**src/rtl/rv_pkg.sv**
```systemverilog
// Shared fetch-side types.
//   NOP_INSTR     : addi x0,x0,0, loaded into IF/ID for every bubble
//   fetch_state_t : fetch request/response sequencing states
//   ifid_t        : IF/ID pipeline register contents
package rv_pkg;

  localparam int IFID_XLEN = 32;
  localparam logic [31:0] NOP_INSTR = 32'h0000_0013;

  typedef enum logic [1:0] {REQ, WAIT, HOLD, DROP} fetch_state_t;

  typedef struct packed {
    logic [31:0]          instr;
    logic [IFID_XLEN-1:0] pc;
    logic [IFID_XLEN-1:0] pcplus4;
    logic                 valid;
  } ifid_t;

  function automatic ifid_t ifidBubble();
    return '{instr: NOP_INSTR, pc: '0, pcplus4: '0, valid: 1'b0};
  endfunction

endpackage

```
**src/rtl/if_id_reg.sv**
```systemverilog
// IF/ID pipeline register.
//   clk   : rising-edge clock
//   reset : synchronous active-high, loads a bubble
//   ld    : load d (ignored while clr/reset)
//   clr   : load a bubble (redirect)
//   d / q : next / current IF/ID contents
module if_id_reg
  import rv_pkg::*;
(
  input  logic  clk,
  input  logic  reset,
  input  logic  ld,
  input  logic  clr,
  input  ifid_t d,
  output ifid_t q
);

  always_ff @(posedge clk) begin
    if (reset || clr) begin
      q <= ifidBubble();
    end else if (ld) begin
      q <= d;
    end
  end

endmodule

```
**src/rtl/fetch_stage.sv**
```systemverilog
// Instruction fetch stage plus IF/ID register.
// Holds the fetch PC, issues one imem request at a time, buffers a response
// that arrives while decode is stalled, and redirects on a resolved branch.
//   clk, reset                 : clock, synchronous active-high reset
//   stallF, stallD, flushD     : hazard controls
//   pc_targetD                 : redirect target (bit 0 ignored)
//   imem_req_valid/ready/addr  : request handshake, addr = pcF
//   imem_rsp_valid/data        : in-order single-cycle response pulse
//   pcF                        : current fetch PC
//   instrD, pcD, pcplus4D, validD : IF/ID outputs to decode
//
// state | meaning
// ------+---------------------------------------------------------------
// REQ   | no request outstanding; request pcF unless stallF
// WAIT  | request for pcF outstanding, response still to come
// HOLD  | response captured in bufInstr, waiting for decode to release
// DROP  | outstanding request is wrong-path; its response is discarded
module fetch_stage
  import rv_pkg::*;
#(
  parameter int              XLEN     = 32,
  parameter logic [XLEN-1:0] RESET_PC = '0
) (
  input  logic            clk,
  input  logic            reset,
  input  logic            stallF,
  input  logic            stallD,
  input  logic            flushD,
  input  logic [XLEN-1:0] pc_targetD,
  output logic            imem_req_valid,
  input  logic            imem_req_ready,
  output logic [XLEN-1:0] imem_req_addr,
  input  logic            imem_rsp_valid,
  input  logic [31:0]     imem_rsp_data,
  output logic [XLEN-1:0] pcF,
  output logic [31:0]     instrD,
  output logic [XLEN-1:0] pcD,
  output logic [XLEN-1:0] pcplus4D,
  output logic            validD
);

  fetch_state_t    state;
  logic [31:0]     bufInstr;
  logic [XLEN-1:0] pcPlus4F;
  logic            redirect;
  logic            reqFire;
  logic            deliver;
  logic [31:0]     deliverInstr;
  ifid_t           ifidD;
  ifid_t           ifidQ;

  assign pcPlus4F       = pcF + XLEN'(4);
  // A flush held by a decode stall must not redirect: the jump stays in D.
  assign redirect       = flushD & ~stallD;
  assign imem_req_valid = ~reset & (state == REQ) & ~stallF;
  assign imem_req_addr  = pcF;
  assign reqFire        = imem_req_valid & imem_req_ready;

  // A real instruction enters IF/ID either straight off the response bus or
  // from the stall buffer; every other unstalled cycle loads a bubble.
  always_comb begin
    deliver      = 1'b0;
    deliverInstr = imem_rsp_data;
    case (state)
      WAIT: deliver = imem_rsp_valid & ~stallD;
      HOLD: begin
        deliver      = ~stallD;
        deliverInstr = bufInstr;
      end
      default: ;
    endcase
    ifidD = deliver ? '{instr: deliverInstr, pc: pcF, pcplus4: pcPlus4F, valid: 1'b1}
                    : ifidBubble();
  end

  always_ff @(posedge clk) begin
    if (reset) begin
      state    <= REQ;
      pcF      <= RESET_PC;
      bufInstr <= NOP_INSTR;
    end else if (redirect) begin
      pcF <= pc_targetD & ~XLEN'(1);
      // A request already in flight (or accepted right now) is wrong-path.
      case (state)
        REQ:     state <= reqFire ? DROP : REQ;
        WAIT:    state <= imem_rsp_valid ? REQ : DROP;
        HOLD:    state <= REQ;
        DROP:    state <= imem_rsp_valid ? REQ : DROP;
        default: state <= REQ;
      endcase
    end else begin
      case (state)
        REQ: if (reqFire) state <= WAIT;
        WAIT: begin
          if (imem_rsp_valid) begin
            if (stallD) begin
              bufInstr <= imem_rsp_data;
              state    <= HOLD;
            end else begin
              state <= REQ;
            end
          end
        end
        HOLD:    if (!stallD) state <= REQ;
        DROP:    if (imem_rsp_valid) state <= REQ;
        default: state <= REQ;
      endcase
      if (deliver) pcF <= pcPlus4F;
    end
  end

  if_id_reg u_ifid (
    .clk   (clk),
    .reset (reset),
    .ld    (~stallD),
    .clr   (redirect),
    .d     (ifidD),
    .q     (ifidQ)
  );

  assign instrD   = ifidQ.instr;
  assign pcD      = ifidQ.pc;
  assign pcplus4D = ifidQ.pcplus4;
  assign validD   = ifidQ.valid;

endmodule

```
**config.mk**
```make
export PLATFORM = sky130hd
export DESIGN_NAME = fetch_stage
export DESIGN_NICKNAME = d
export VERILOG_FILES = /design/src/rtl/rv_pkg.sv /design/src/rtl/if_id_reg.sv /design/src/rtl/fetch_stage.sv
export SDC_FILE = /design/constraint.sdc
export NUM_CORES = 1
export LEC_CHECK = 0
export ABC_AREA = 1
export CAP_MARGIN = 40
export CELL_PAD_IN_SITES_DETAIL_PLACEMENT = 1
export CELL_PAD_IN_SITES_GLOBAL_PLACEMENT = 1
export CORE_ASPECT_RATIO = 1.1
export CORE_MARGIN = 10
export CORE_UTILIZATION = 33
export DETAILED_ROUTE_END_ITERATION = 7
export PLACE_DENSITY = 0.83
export SYNTH_ARGS = -nofsm -noshare
export SYNTH_HDL_FRONTEND = slang
export SYNTH_HIERARCHICAL = 1
export SYNTH_SLANG_ARGS = --single-unit
```
**constraint.sdc**
```tcl
create_clock -name clk -period 2.6 [get_ports clk]
set_clock_uncertainty 0.15 [all_clocks]
set_input_delay 0.39 -clock clk [delete_from_list [all_inputs] [get_ports clk]]
set_output_delay 0.39 -clock clk [all_outputs]
set_load 0.02 [all_outputs]
```
# Word level (Yosys, flattened, before mapping)
# Index checks and enable logic that the tools add are counted.
[word_totals]
reg_bits = 163
out_inout_bits = 162
word_cells = 47
[op_classes]
mux = 15
reduce_logical = 7
add_sub_neg = 1
bitwise = 9
eq_ne = 7
[ops]
columns = ["op", "n"]
rows = [
  ["2-to-1 mux 97 bit", 1],
  ["2-to-1 mux 32 bit", 3],
  ["adder 32 x 3 -> 32 bit, second input constant", 1],
  ["2-to-1 mux 2 bit", 8],
  ["inequality test 3 x 2 -> 1 bit, second input constant", 4],
  ["one-hot mux 2 bit (4 select lines)", 1],
  ["AND reduction 4 bit", 2],
  ["one-hot mux 2 bit (3 select lines)", 1],
  ["bitwise AND 1 bit", 5],
  ["== test 2 bit, second input constant", 2],
  ["NOT 1 bit", 4],
  ["OR reduction 2 bit", 2],
  ["== test 2 x 1 -> 1 bit, second input constant", 1],
  ["zero test 2 bit", 1],
  ["one-hot mux 1 bit (2 select lines)", 1],
  ["nonzero test 2 bit", 1],
  ["logical OR 1 bit", 1],
]

# Depth between registers and ports, before layout
[depth]
word_depth = 7
depth_mapped = 13
depth_no_buf = 13

# By module
# Netlist, hierarchy kept.
[modules_own_cells]
columns = ["mod", "area_each_um2", "instances", "cells_per_inst", "seq_area_each_um2"]
rows = [
  ["fetch_stage", 4717.0, 1, 786, 1301.2],
  ["if_id_reg", 3937.5, 1, 609, 1941.9],
]

# Worst setup path after synthesis
# Ideal clock, no wire load.
[synth_path]
path_type = "reg2reg"
startpoint = "register pcF[3], in the netlist imem_req_addr[3]"
endpoint = "register u_ifid/q[19] (netlist bit)"
path_stages_with_launch = 13
setup_time_ns = 0.064
slack_ns = 0.675
synth_period_minus_slack_ns = 1.925
path_buffers = 0
arrival_time_ns = 1.711
path_cell_list = "dfxtp_1 > ha_1 > nand2_2 > nor2_4 > nand2_4 > nor2_8 > xor2_2 > inv_1 > nor2_1 > inv_1 > nand2_1 > nand2_1 > nor2_1"
[synth_rtl]
columns = ["item", "line", "rtl"]
rows = [
  ["start: declaration", "fetch_stage.sv:35", "output logic [XLEN-1:0] pcF,"],
  ["start signal: assignment", "fetch_stage.sv:82", "pcF <= pc_targetD & ~XLEN'(1);"],
  ["start signal: assignment", "fetch_stage.sv:108", "if (deliver) pcF <= pcPlus4F;"],
  ["end signal: assignment", "if_id_reg.sv:20", "q <= ifidBubble();"],
  ["end: declaration", "if_id_reg.sv:15", "output ifid_t q"],
]

==> flow_metrics.py <==
metrics = {
    "power": {
        "p_total_uw": 7270,
        "combPwrFrac_pct": 25.3,
        "peakVddDrop_mv": 0.548,
        "p_sw_uw": 2450,
        "internal_power_uw": 4830,
        "clkPwrFrac_pct": 36.3,
        "p_seq_share_pct": 38.3,
        "p_leak_uw": 0.00486,
        "p_per_area_nw_per_um2": 619,
        "swShare_pct": 33.7,
    },
    "cts": {
        "path_clk_slew_ps": 70,
        "hold_buffers": 0,
        "cts_tree": "yes",
        "post_cts_buffers": 0,
        "cts_resized": 0,
        "clk_path_buf_depth": 2,
        "clkLatencyLatePin_ps": 440,
        "cts_root_buffer": "clkbuf_16",
        "htree_num_levels": 4,
        "cts_sinks": 162,
        "cts_buffers": 17,
    },
    "synthesis": {
        "avgSynthCellArea_sq_um": 6.20,
        "ys_types": 34,
        "ys_ff_latch": 162,
        "netlist_instances": 1395,
        "ys_seq_area_share_pct": 37.5,
        "synthesis.area_sq_um": 8650,
        "yosys_warnings": 6,
    },
    "drt": {
        "first_pass_iters": 4,
        "vias": 8953,
        "antenna_left": 0,
        "drc_errors": 0,
        "wl_per_cell_um": 15.9,
        "wl_mm": 31.0,
        "drt-initial-drc-count": 447,
        "vias_per_cell": 4.61,
    },
    "finish": {
        "fillCellCount": 3412,
        "area_delta_synth_final_pct": 35.8,
        "final_util_pct": 45.2,
        "drive_above_1_share_pct": 6.05,
        "nNetsFinal": 1651,
    },
    "timing": {
        "hold_viol": 0,
        "fin_crit_ps": 2360,
        "min_period_over_period_pct": 90.8,
        "drv_slew": 0,
        "setup_violations": 0,
        "hold_ws_ps": 317,
        "clock.fmax_ghz": 0.423,
        "setup_tns_ps": 0,
        "worst_slack_ps": 238,
        "rsz0062_at_grt": "false",
    },
    "critical_path": {
        "crit_path_frequent_cell": "nand2_1",
        "path_cells": "ha_1 -> nand2_2 -> nor2_4 -> nand3b_1 -> o21ai_0 -> and3_1 -> inv_1 -> nand2_1 -> nand2_1 -> nor2_1",
        "crit_required_ps": 2820,
        "path_max_fanout": 7,
        "critPathArrivalTime_ps": 2580,
        "criticalPathCategory": "flip-flop to flip-flop",
        "slowest_stage": "dfxtp_1",
        "crit_path_end_kind": "flip-flop",
        "start_kind": "flip-flop",
        "crit_path_max_incr_delay_ps": 490,
    },
    "outcome": {
        "status": "complete, no violations",
    },
    "placement": {
        "place_ws_ps": 269,
        "routabilityCongestion": 0.866,
        "io_buffers": 229,
        "dp.final_hpwl_mm": 23.2,
    },
    "floorplan": {
        "fp.dieW_um": 174,
        "dieArea_sq_um": 33100,
        "rows": 62,
        "start_util_pct": 33.3,
        "io_pins": 233,
        "die_h_um": 190,
        "coreArea_sq_um": 26000,
    },
    "min_path": {
        "hold_path_class": "flip-flop to flip-flop",
    },
    "flow_run": {
        "cap_violations": 0,
    },
    "global_routing": {
        "grt_pass1_wl_mm": 49.6,
        "grtUsageTotal_pct": 18.6,
        "antenna_found_initial": 4,
        "gr-total-overflow": 0,
        "first_global_vias": 9269,
        "grt_max_degree": 86,
    },
}
-- final cells by class --
| type | instances | area (sq um) | share of cell area (%) |
|---|---|---|---|
| repair buffers | 261 | 2620 | 22.3 |
| inverters | 178 | 673 | 5.73 |
| well taps | 352 | 440 | 3.75 |
| flip-flops and latches | 162 | 3240 | 27.6 |
| clock buffers | 19 | 453 | 3.86 |
| diodes | 3 | 7.51 | 0.0639 |
| multi-input cells | 954 | 4170 | 35.5 |
| clock inverters | 13 | 148 | 1.26 |
-- through the flow --
step	cell area, sq um	std cells
final	11700	1942
after global routing	11700	1941
after CTS	11700	1939
after detailed placement	11100	1907
after global placement	11100	1907
after floorplan	8670	1398
-- routing by layer --
metal	up-vias	part of all wire, %	global-route usage, %
li1	4513	-	-
met3	35	7.2	5.99
met4	2	1.8	5.56
met2	206	50	33.7
met1	4197	41	20.2
met5	-	0.065	0
-- path summary, 6_finish.rpt --
path              depth (start not counted)           end        startpoint  slack [ps]
setup / recovery                         10  u_ifid/q[21]  imem_req_addr[3]         240
hold / removal                            2   bufInstr[4]       bufInstr[4]         320
setup reg to reg                         10  u_ifid/q[21]  imem_req_addr[3]         240
hold reg to reg                           2   bufInstr[4]       bufInstr[4]         320
-- cells in the final DEF, fill, tap and decap left out, drive strengths merged --
| master | instances |
|---|---|
| nand2 | 401 |
| nor2 | 348 |
| clkdlybuf4s50 | 228 |
| inv | 182 |
| dfxtp | 162 |
| o21ai | 58 |
| a21oi | 55 |
| nand3 | 34 |
| buf | 33 |
| clkbuf | 19 |
| nand4 | 17 |
| a31oi | 10 |
| xor2 | 9 |
| ha | 6 |
| clkinv | 6 |
| and3 | 4 |
| conb | 4 |
| diode | 3 |
| and2 | 2 |
| nand3b | 2 |
| bufinv | 2 |
| nor3 | 2 |
| xnor2 | 1 |
| o21a | 1 |
| clkinvlp | 1 |
-- cells in the mapped netlist --
library cell / instances / share of area (%)
a31oi_1: 10 / 0.72
inv_1: 175 / 7.6
inv_2: 2 / 0.087
nand2_2: 4 / 0.29
conb_1: 1 / 0.043
nand2_4: 3 / 0.39
buf_1: 1 / 0.043
dfxtp_1: 162 / 37
buf_6: 4 / 0.52
a21oi_1: 53 / 3.1
nor2_8: 3 / 0.69
nor3_1: 1 / 0.058
xor2_1: 4 / 0.40
nor3_4: 1 / 0.19
and3_1: 4 / 0.29
o21a_1: 1 / 0.087
a21oi_2: 2 / 0.20
o21ai_0: 52 / 3.0
clkbuf_1: 25 / 1.1
nand3_1: 34 / 2.0
buf_4: 33 / 2.9
nand3b_1: 2 / 0.17
xnor2_1: 1 / 0.10
nand4_1: 17 / 1.2
clkinv_1: 1 / 0.043
ha_1: 6 / 0.87
and2_1: 2 / 0.14
nor2_4: 7 / 0.91
o21ai_1: 6 / 0.35
xor2_2: 5 / 0.94
nor2_2: 2 / 0.14
buf_2: 41 / 2.4
nor2_1: 336 / 15
nand2_1: 394 / 17
-- power groups by stage --
stage	clock network, uW	logic, uW	registers (uW)
after floorplan	0	1020	2930
after global placement	0	1810	2830
after detailed placement	0	1860	2840
after CTS	2720	1870	2790
after global routing	2810	2060	2810
final	2640	1840	2790
-- sequential cells by signal, summed over array words and instances, names as in the netlist --
name and cells:
imem_req_addr 31, state 2, u_ifid/q 97, bufInstr 32
-- worst max-delay path, delay by kind of cell, from the launching register on --
family | cells | cell delay [ps]
buffers and inverters | 1 | 50
flip-flops | 1 | 490
adder cells (fa/ha/maj) | 1 | 270
AND/OR/NAND/NOR | 7 | 980
AO/OA/AOI/OAI | 1 | 360
-- cell families (layout without fill, tap and decap cells) --
group,count (synthesis),after routing,synth area share [%]
simple gates,810,810,38.1
other cells,1,7,0.0433
fa+ha+maj,6,6,0.867
flops,162,162,37.5
compound gates,124,124,7.43
buf+inv,282,471,14.6
xor+xnor,10,10,1.45
Note: power is estimated with default switching activity, not from simulation.
